===== src/rtl/tt_pkg.sv =====
// Shared definitions for the truth-table sweep block: sizes, reference table and FSM states.
package tt_pkg;

  localparam int N_IN_DEF = 7;
  localparam int TT_W_DEF = 2 ** N_IN_DEF;
  localparam int POP_W    = 8;

  localparam logic [TT_W_DEF-1:0] EXPECTED_DEF = 128'hfeeaeaa8eae8e8a8eae8e8a8eaa8a880;

  typedef enum logic [1:0] {
    IDLE,
    SWEEP,
    DRAIN,
    DONE
  } state_t;

endpackage


===== src/rtl/tt_sweep_dly.sv =====
// Shift line that carries {valid, idx} alongside the FUT pipeline.
// It is fed with the value x is about to take, so stage 0 mirrors x and
// the tail lines up with f_in after DUT_LAT further stages.
module tt_sweep_dly
  import tt_pkg::*;
#(
  parameter int N_IN    = N_IN_DEF,
  parameter int DUT_LAT = 0
) (
  input  logic            clk,
  input  logic            rst_n,
  input  logic            flush,
  input  logic            in_valid,
  input  logic [N_IN-1:0] in_idx,
  output logic            out_valid,
  output logic [N_IN-1:0] out_idx
);

  localparam int DEPTH = DUT_LAT + 1;

  logic [DEPTH-1:0] vld;
  logic [N_IN-1:0]  idx [DEPTH];

  // Advance the line every cycle; a flush empties it so an aborted sweep leaves nothing behind.
  always_ff @(posedge clk or negedge rst_n) begin
    if (!rst_n) begin
      vld <= '0;
      for (int i = 0; i < DEPTH; i++) idx[i] <= '0;
    end else if (flush) begin
      vld <= '0;
      for (int i = 0; i < DEPTH; i++) idx[i] <= '0;
    end else begin
      vld[0] <= in_valid;
      idx[0] <= in_idx;
      for (int i = 1; i < DEPTH; i++) begin
        vld[i] <= vld[i-1];
        idx[i] <= idx[i-1];
      end
    end
  end

  assign out_valid = vld[DEPTH-1];
  assign out_idx   = idx[DEPTH-1];

endmodule


===== src/rtl/tt_sweep.sv =====
// Exhaustive truth-table extractor: walks x over every input vector of the
// function under test, captures its response and scores it against EXPECTED.
module tt_sweep
  import tt_pkg::*;
#(
  parameter int                     N_IN     = N_IN_DEF,
  parameter int                     DUT_LAT  = 0,
  parameter logic [(2**N_IN)-1:0]   EXPECTED = EXPECTED_DEF
) (
  input  logic                  clk,
  input  logic                  rst_n,
  input  logic                  start,
  input  logic                  abort,
  output logic [N_IN-1:0]       x,
  input  logic                  f_in,
  output logic                  busy,
  output logic                  done,
  output logic [(2**N_IN)-1:0]  tt,
  output logic                  tt_valid,
  output logic [POP_W-1:0]      ones,
  output logic                  match,
  output logic                  mis_found,
  output logic [N_IN-1:0]       first_mis
);

  state_t          state, state_nx;
  logic [2:0]      drain_cnt;
  logic [N_IN-1:0] x_nx;
  logic            start_act, abort_act, cap_en;
  logic            tail_valid;
  logic [N_IN-1:0] tail_idx;

  // State register plus the drain counter that times the wait for the FUT pipeline to empty.
  always_ff @(posedge clk or negedge rst_n) begin
    if (!rst_n) begin
      state     <= IDLE;
      drain_cnt <= '0;
      x         <= '0;
    end else begin
      state     <= state_nx;
      drain_cnt <= (state == DRAIN && state_nx == DRAIN) ? drain_cnt + 3'd1 : 3'd0;
      x         <= x_nx;
    end
  end

  // Next-state and next-stimulus logic; the last index ends the sweep instead of wrapping.
  always_comb begin
    state_nx = state;
    x_nx     = x;
    case (state)
      IDLE: begin
        if (start_act) begin
          state_nx = SWEEP;
          x_nx     = '0;
        end
      end
      SWEEP: begin
        if (abort) begin
          state_nx = IDLE;
          x_nx     = '0;
        end else if (&x) begin
          state_nx = (DUT_LAT == 0) ? DONE : DRAIN;
        end else begin
          x_nx = x + 1'b1;
        end
      end
      DRAIN: begin
        if (abort) begin
          state_nx = IDLE;
          x_nx     = '0;
        end else if (drain_cnt == 3'(DUT_LAT - 1)) begin
          state_nx = DONE;
        end
      end
      DONE: state_nx = IDLE;
      default: state_nx = IDLE;
    endcase
  end

  // Decoded controls: abort outranks start, and only matters while a sweep is in flight.
  always_comb begin
    busy      = (state == SWEEP) || (state == DRAIN);
    abort_act = abort && busy;
    start_act = start && !abort && (state == IDLE);
    cap_en    = tail_valid && !abort_act;
    match     = tt_valid && !mis_found;
  end

  tt_sweep_dly #(
    .N_IN    (N_IN),
    .DUT_LAT (DUT_LAT)
  ) u_dly (
    .clk       (clk),
    .rst_n     (rst_n),
    .flush     (abort_act),
    .in_valid  (state_nx == SWEEP),
    .in_idx    (x_nx),
    .out_valid (tail_valid),
    .out_idx   (tail_idx)
  );

  // Result registers: cleared on start, filled from the line tail, published one cycle after DONE.
  always_ff @(posedge clk or negedge rst_n) begin
    if (!rst_n) begin
      tt        <= '0;
      ones      <= '0;
      mis_found <= 1'b0;
      first_mis <= '0;
      done      <= 1'b0;
      tt_valid  <= 1'b0;
    end else begin
      done <= (state == DONE);
      if (start_act) begin
        tt        <= '0;
        ones      <= '0;
        mis_found <= 1'b0;
        first_mis <= '0;
        tt_valid  <= 1'b0;
      end else begin
        if (state == DONE) tt_valid <= 1'b1;
        if (cap_en) begin
          tt[tail_idx] <= f_in;
          ones         <= ones + POP_W'(f_in);
          if ((f_in != EXPECTED[tail_idx]) && !mis_found) begin
            mis_found <= 1'b1;
            first_mis <= tail_idx;
          end
        end
      end
    end
  end

endmodule


===== config.mk =====
export PLATFORM = sky130hd
export DESIGN_NAME = tt_sweep
export DESIGN_NICKNAME = d
export VERILOG_FILES = /design/src/rtl/tt_pkg.sv /design/src/rtl/tt_sweep_dly.sv /design/src/rtl/tt_sweep.sv
export SDC_FILE = /design/constraint.sdc
export NUM_CORES = 1
export LEC_CHECK = 0
export CORE_UTILIZATION = 40
export CTS_CLUSTER_DIAMETER = 40
export DETAILED_ROUTE_END_ITERATION = 8
export GPL_TIMING_DRIVEN = 0
export SETUP_SLACK_MARGIN = 0.5
export SYNTH_ARGS = -nofsm -noshare
export SYNTH_HDL_FRONTEND = slang
export SYNTH_SLANG_ARGS = --single-unit

===== constraint.sdc =====
create_clock -name clk -period 3.84 [get_ports clk]
set_clock_uncertainty 0.2 [all_clocks]
set_input_delay 0.768 -clock clk [delete_from_list [all_inputs] [get_ports clk]]
set_output_delay 0.768 -clock clk [all_outputs]
set_load 0.03 [all_outputs]

**Yosys cells after proc, flatten, opt, wreduce, memory -nomap -nowiden**

Memory sizes are Yosys's and may differ from the RTL's.
Index checks and enable logic that the tools add are counted.

- Bits in registers: 166
- Memory bits (read-only): 128
- Input port bits: 5
- Word-level logic and storage cells: 72
- Memories kept: 1

- Add/subtract/negate cells: 3
- $lt $le $gt $ge: 2
- Equality and inequality tests: 7
- Muxes and demuxes: 30
- Reductions and logical operators: 18

Memories:

| memory | depth | width | read ports | clocked after memory_dff | wr ports | line | source |
|---|---|---|---|---|---|---|---|
| (name not given) | 128 | 1 | 1 | 0 | 0 | tt_sweep.sv:124 | `if ((f_in != EXPECTED[tail_idx]) && !mis_found) begin` |

Operators with widths:

| cell | number |
|---|---|
| $mux W128 | 2 |
| $bwmux W128 | 1 |
| $mux W7 | 8 |
| $pmux W7 S3 | 1 |
| $mux W8 | 2 |
| $mux W2 | 5 |
| $add A8 B1 Y8 | 1 |
| $logic_and A1 B1 Y1 | 8 |
| $lt A7 B8 Y1 const B | 1 |
| $mux W1 | 8 |
| $pmux W2 S4 | 1 |
| $add A7 B1 Y7 const B | 1 |
| $demux W1 S7 | 1 |
| $ge A7 B1 Y1 const B | 1 |
| $reduce_and A7 Y1 | 1 |
| $eq A2 B2 Y1 const B | 3 |
| $reduce_bool A2 Y1 | 3 |
| $eq A2 B1 Y1 const B | 2 |
| $add A3 B1 Y3 const B | 1 |
| $eq A3 B3 Y1 const B | 1 |
| $logic_not A1 Y1 | 3 |
| $mux W3 | 1 |
| $logic_not A2 Y1 | 1 |
| $reduce_and A2 Y1 | 1 |
| other kinds (2) | 2 |

**Longest topological paths before layout**

- Depth after elaboration: 8
- Gate-level depth with buffers: 10
- Depth with buffers taken out: 8

**Hierarchy**

A second synthesis with hierarchy kept.

- Cell total of the unflattened synthesis: 837
- Area total of the unflattened synthesis: 7,642.3 µm²

By module, submodules not included:

| module | instances | cells an instance | area an instance (µm²) |
|---|---|---|---|
| tt_sweep | 1 | 821 | 7,392.1 |
| tt_sweep_dly | 1 | 16 | 250.2 |

**Worst setup path before layout**

No wires, ideal clock.

- Path kind: input to register
- From: input port abort
- To: register tt[31]
- Data arrival time: 2.144 ns
- Data required time: 3.504 ns
- Setup slack: 1.360 ns
- Stages on the path: 7
- Cells stage by stage: clkbuf_1 -> a2bb2oi_2 -> nor3_1 -> clkbuf_1 -> nand2_1 -> nand2_1 -> a21oi_1

- Word-level cells in the longest chain between the ends: 4
- Elaborated cells on any way between the ends: 8
- Those cells by class: mux: 1; reduce/logical: 7

RTL lines:

| element | line | source |
|---|---|---|
| from (decl) | tt_sweep.sv:13 | `input logic abort,` |
| $logic_not A1 Y1 or $logic_and A1 B1 Y1 (tied branches) | tt_sweep.sv:84, tt_sweep.sv:83 |  |
| $logic_and A1 B1 Y1 or $logic_not A1 Y1 (tied branches) | tt_sweep.sv:84, tt_sweep.sv:85 |  |
| $logic_and A1 B1 Y1, on equally long branches | tt_sweep.sv:84, tt_sweep.sv:85 |  |
| $mux W128 or $reduce_bool A2 Y1 (tied branches) | - |  |
| to (signal, indexed assignment) | tt_sweep.sv:122 | `tt[tail_idx] <= f_in;` |
| to (decl) | tt_sweep.sv:18 | `output logic [(2**N_IN)-1:0] tt,` |

Parallel ways exist; a longest one is shown, timed or not.
A chain may end at the register's enable or synchronous reset.

**Final worst setup path**

- From: register state[0]
- To: register tt[95]

- Word-level cells in the longest chain between the ends: 6
- Elaborated cells on any way between the ends: 10
- Those cells by class: eq/ne: 2; mux: 1; reduce/logical: 7

RTL lines:

| element | line | source |
|---|---|---|
| from (decl) | tt_sweep.sv:26 | `state_t state, state_nx;` |
| from (signal assigned) | tt_sweep.sv:40 | `state <= state_nx;` |
| $eq A2 B1 Y1 or $eq A2 B2 Y1 (tied branches) | tt_sweep.sv:82 | `busy = (state == SWEEP) \|\| (state == DRAIN);` |
| $logic_or A1 B1 Y1 | tt_sweep.sv:82 |  |
| $logic_and A1 B1 Y1 | tt_sweep.sv:83 | `abort_act = abort && busy;` |
| $logic_not A1 Y1 | tt_sweep.sv:85 | `cap_en = tail_valid && !abort_act;` |
| $logic_and A1 B1 Y1 | tt_sweep.sv:85 |  |
| $reduce_bool A2 Y1 (no source line) | - |  |

Parallel ways exist; a longest one is shown, timed or not.

==> insert_results.sql <==
INSERT INTO impl_metrics (metric_group, metric, value, unit) VALUES
('sta', 'fin_crit', '3.11', 'ns'),
('sta', 'grt_setup_unrepaired', 'no', ''),
('worst_setup_path', 'crit_chain', 'inv_1, ha_1, nand2_1, nand2_1, nor3_2, clkbuf_1, nand3_1, a21oi_1', ''),
('yosys', 'synthArstFlopShare', '1.00', ''),
('finish', 'insertedDiodeCount', '0', ''),
('worst_setup_path', 'largest_incremental_delay_on_the_critical_path', '0.58', 'ns'),
('finish', 'final_layout_size_suffix_gt1_frac', '0.0492', ''),
('yosys', 'synth_area_per_cell', '8.63', 'sq um'),
('sta', 'worstMarginPinSlew', '0.979', 'ns'),
('clock_network', 'cts_htree_levels', '4', ''),
('worst_hold_path', 'hold_path.class', 'input pin to async pin', ''),
('yosys', 'synthesis.nets', '921', ''),
('finish', 'final_common_cell', 'nand2_1', ''),
('worst_setup_path', 'arrival', '3.26', 'ns'),
('sta', 'fin_tns_setup', '0', 'ns'),
('die', 'die_w', '142', 'microns'),
('route', 'detailedRoute.firstPassIterationCount', '5', ''),
('job', 'timing.max_cap.violations', '0', ''),
('sta', 'achievable-frequency', '321', 'MHz'),
('yosys', 'synth.ff_latch_count', '166', ''),
('sta', 'slew_viol_final', '0', ''),
('finish', 'sequential_cell_area', '4150', 'sq um'),
('finish', 'post-route-cell-area', '10400', 'sq um'),
('finish', 'final_cell_mix', 'nand2_1 (198), dfrtp_1 (166), clkdlybuf4s50_1 (158), a21oi_1 (134), nand3_1 (134)', ''),
('worst_setup_path', 'required', '3.98', 'ns'),
('die', 'top_level_ports', '160', ''),
('place', 'io_buffer_count', '159', ''),
('run_status', 'run_status', 'finished clean', ''),
('route', 'ant_nets', '0', ''),
('worst_setup_path', 'critPathLaunchType', 'register', ''),
('yosys', 'netlist_instances', '906', ''),
('worst_setup_path', 'worst_path_most_repeated_cell', 'nand2_1', ''),
('route', 'detailedRoute.firstIterationViolations', '600', ''),
('route', 'wl_met2', '11.2', 'mm'),
('global_route', 'grt_use_total', '0.254', ''),
('yosys', 'yosysUniqueCellTypes', '50', ''),
('die', 'area_of_the_core', '19000', 'sq um'),
('place', 'post_dp_cell_area', '9770', 'sq um'),
('sta', 'final-setup-viol-count', '0', ''),
('worst_setup_path', 'regToRegSetupSlack', '0.73', 'ns'),
('die', 'die_h', '142', 'microns'),
('global_route', 'grt_antenna_before_repair', '0', ''),
('worst_setup_path', 'cpMaxStageDelayCell', 'clkbuf_1', ''),
('sta', 'post-route-period-util', '0.811', ''),
('clock_network', 'worst_skew_pair.late_latency', '0.42', 'ns'),
('finish', 'num-fill-cells', '1762', ''),
('finish', 'area_growth', '33.1', '%'),
('sta', 'slew-limit-headroom', '0.342', ''),
('clock_network', 'clock_sinks', '166', ''),
('finish', 'multi_input_comb_area', '3380', 'sq um'),
('die', 'dieArea', '20100', 'sq um'),
('route', 'routedLengthMet1', '11.6', 'mm'),
('worst_setup_path', 'critPathCaptureType', 'register', ''),
('route', 'detailroute.wirelength.met3', '1.72', 'mm'),
('global_route', 'grt_remaining_overflow', '0', ''),
('power_and_ir_drop', 'power.ir.vdd_worst', '308', 'uV'),
('global_route', 'first_global_vias', '6801', ''),
('clock_network', 'tritoncts_clock_tree', 'yes', ''),
('route', 'vias', '7347', ''),
('route', 'top_layer_used', 'met4', ''),
('die', 'floorplan.rows', '50', ''),
('worst_setup_path', 'crit_fanout', '10', ''),
('clock_network', 'post_cts_hold_buffer_count', '0', ''),
('yosys', 'yosys_most_used_dff', 'dfrtp_1', ''),
('route', 'drc_errors', '0', ''),
('global_route', 'grt_max_degree', '97', ''),
('yosys', 'ys.warnings.count', '0', ''),
('route', 'wire_per_inst', '18.3', 'microns'),
('route', 'avgViaCountPerCell', '5.41', ''),
('yosys', 'cell_area_after_synthesis', '7820', 'sq um'),
('yosys', 'synth-edff-count', '0', '');
[layout make-up]
type,count,share of cell area
tap,260,0.0313
timing repair buffer,160,0.156
inverter,7,0.00252
clock buffer,19,0.0435
clock inverter,12,0.0169
buffer,69,0.0261
sequential,166,0.399
multi-input combinational,664,0.325
[final timing paths]
path,startpoint,to,cells after the start
hold reg to reg,drain_cnt[0]$_DFF_PN0_,drain_cnt[0]$_DFF_PN0_,1
setup reg to reg,state[0]$_DFF_PN0_,tt[95]$_DFFE_PN0P_,8
setup / recovery,state[0]$_DFF_PN0_,tt[95]$_DFFE_PN0P_,8
min in group clk,drain_cnt[0]$_DFF_PN0_,drain_cnt[0]$_DFF_PN0_,1
max in group asynchronous,rst_n,tt[9]$_DFFE_PN0P_,2
hold / removal,rst_n,tt[79]$_DFFE_PN0P_,1
[routing by layer]
metal | global-route usage | up-vias
li1 | - | 3468
met1 | 0.368 | 3571
met2 | 0.386 | 284
met3 | 0.0506 | 24
met4 | 0.0679 | 0
met5 | 0 | -
[critical path: cells and delay by family (launching register included)]
kind / cells / cell delay, ns
buffers and inverters: 2 / 0.69
AOI/OAI and AO/OA: 1 / 0.17
DFF: 1 / 0.44
adders and majority gates: 1 / 0.36
and+or+nand+nor: 4 / 1.16
[Yosys cell counts (all sizes together) (3+ instances only)]
cell type | n | share of area
a21oi | 135 | 0.087
and2 | 15 | 0.012
and3 | 10 | 0.0080
buf | 8 | 0.0054
clkbuf | 61 | 0.029
dfrtp | 166 | 0.53
ha | 10 | 0.016
inv | 7 | 0.0034
mux2i | 10 | 0.013
nand2 | 198 | 0.095
nand2b | 8 | 0.0064
nand3 | 134 | 0.086
nor2 | 29 | 0.014
nor2b | 3 | 0.0024
nor3 | 17 | 0.011
o21ai | 57 | 0.036
or2 | 4 | 0.0032
or3 | 3 | 0.0030
xor2 | 5 | 0.0056
[power by group]
group	internal, mW	total, mW	leakage [nW]	switching, mW
combinational	0.253	0.936	1.51	0.683
clock	1.12	1.84	0.305	0.721
sequential	1.81	1.87	2.31	0.0647
total	3.18	4.65	4.13	1.47
[flip-flops by register name (all words and copies together) (netlist names)]
signal	count
done	1
drain_cnt	3
first_mis	7
mis_found	1
ones	8
state	2
tt	128
tt_valid	1
u_dly.out_idx	7
u_dly.out_valid	1
x	7
[cell families (layout without fill, tap and decap cells)]
family | Yosys count | count (layout) | synth area share
and+or+nand+nor | 428 | 428 | 0.251
AOI/OAI and AO/OA | 209 | 209 | 0.142
DFF | 166 | 166 | 0.531
buffers and inverters | 76 | 267 | 0.0381
adders and majority gates | 11 | 11 | 0.0174
muxes | 11 | 11 | 0.0142
xor gates and xnor gates | 5 | 5 | 0.00560
[per-stage QoR]
stage	setup WS, ns	power [mW]	utilization	hold slack, ns
finish	0.725	4.65	0.549	0.0950
global route	0.529	4.82	0.549	0.125
CTS	0.617	4.66	0.549	0.116
detailed placement	0.193	2.82	0.515	0.234
global placement	-5.36	2.82	0.514	0.233
floorplan	1.36	2.45	-	0.218
[what timing repair did]
item / 4_1_cts / 5_1_grt
endpoints found under the setup margin: 2 / 8
resized for setup: 1 / 1
setup buffers: 0 / 0
(Power assumes the default switching activity.)
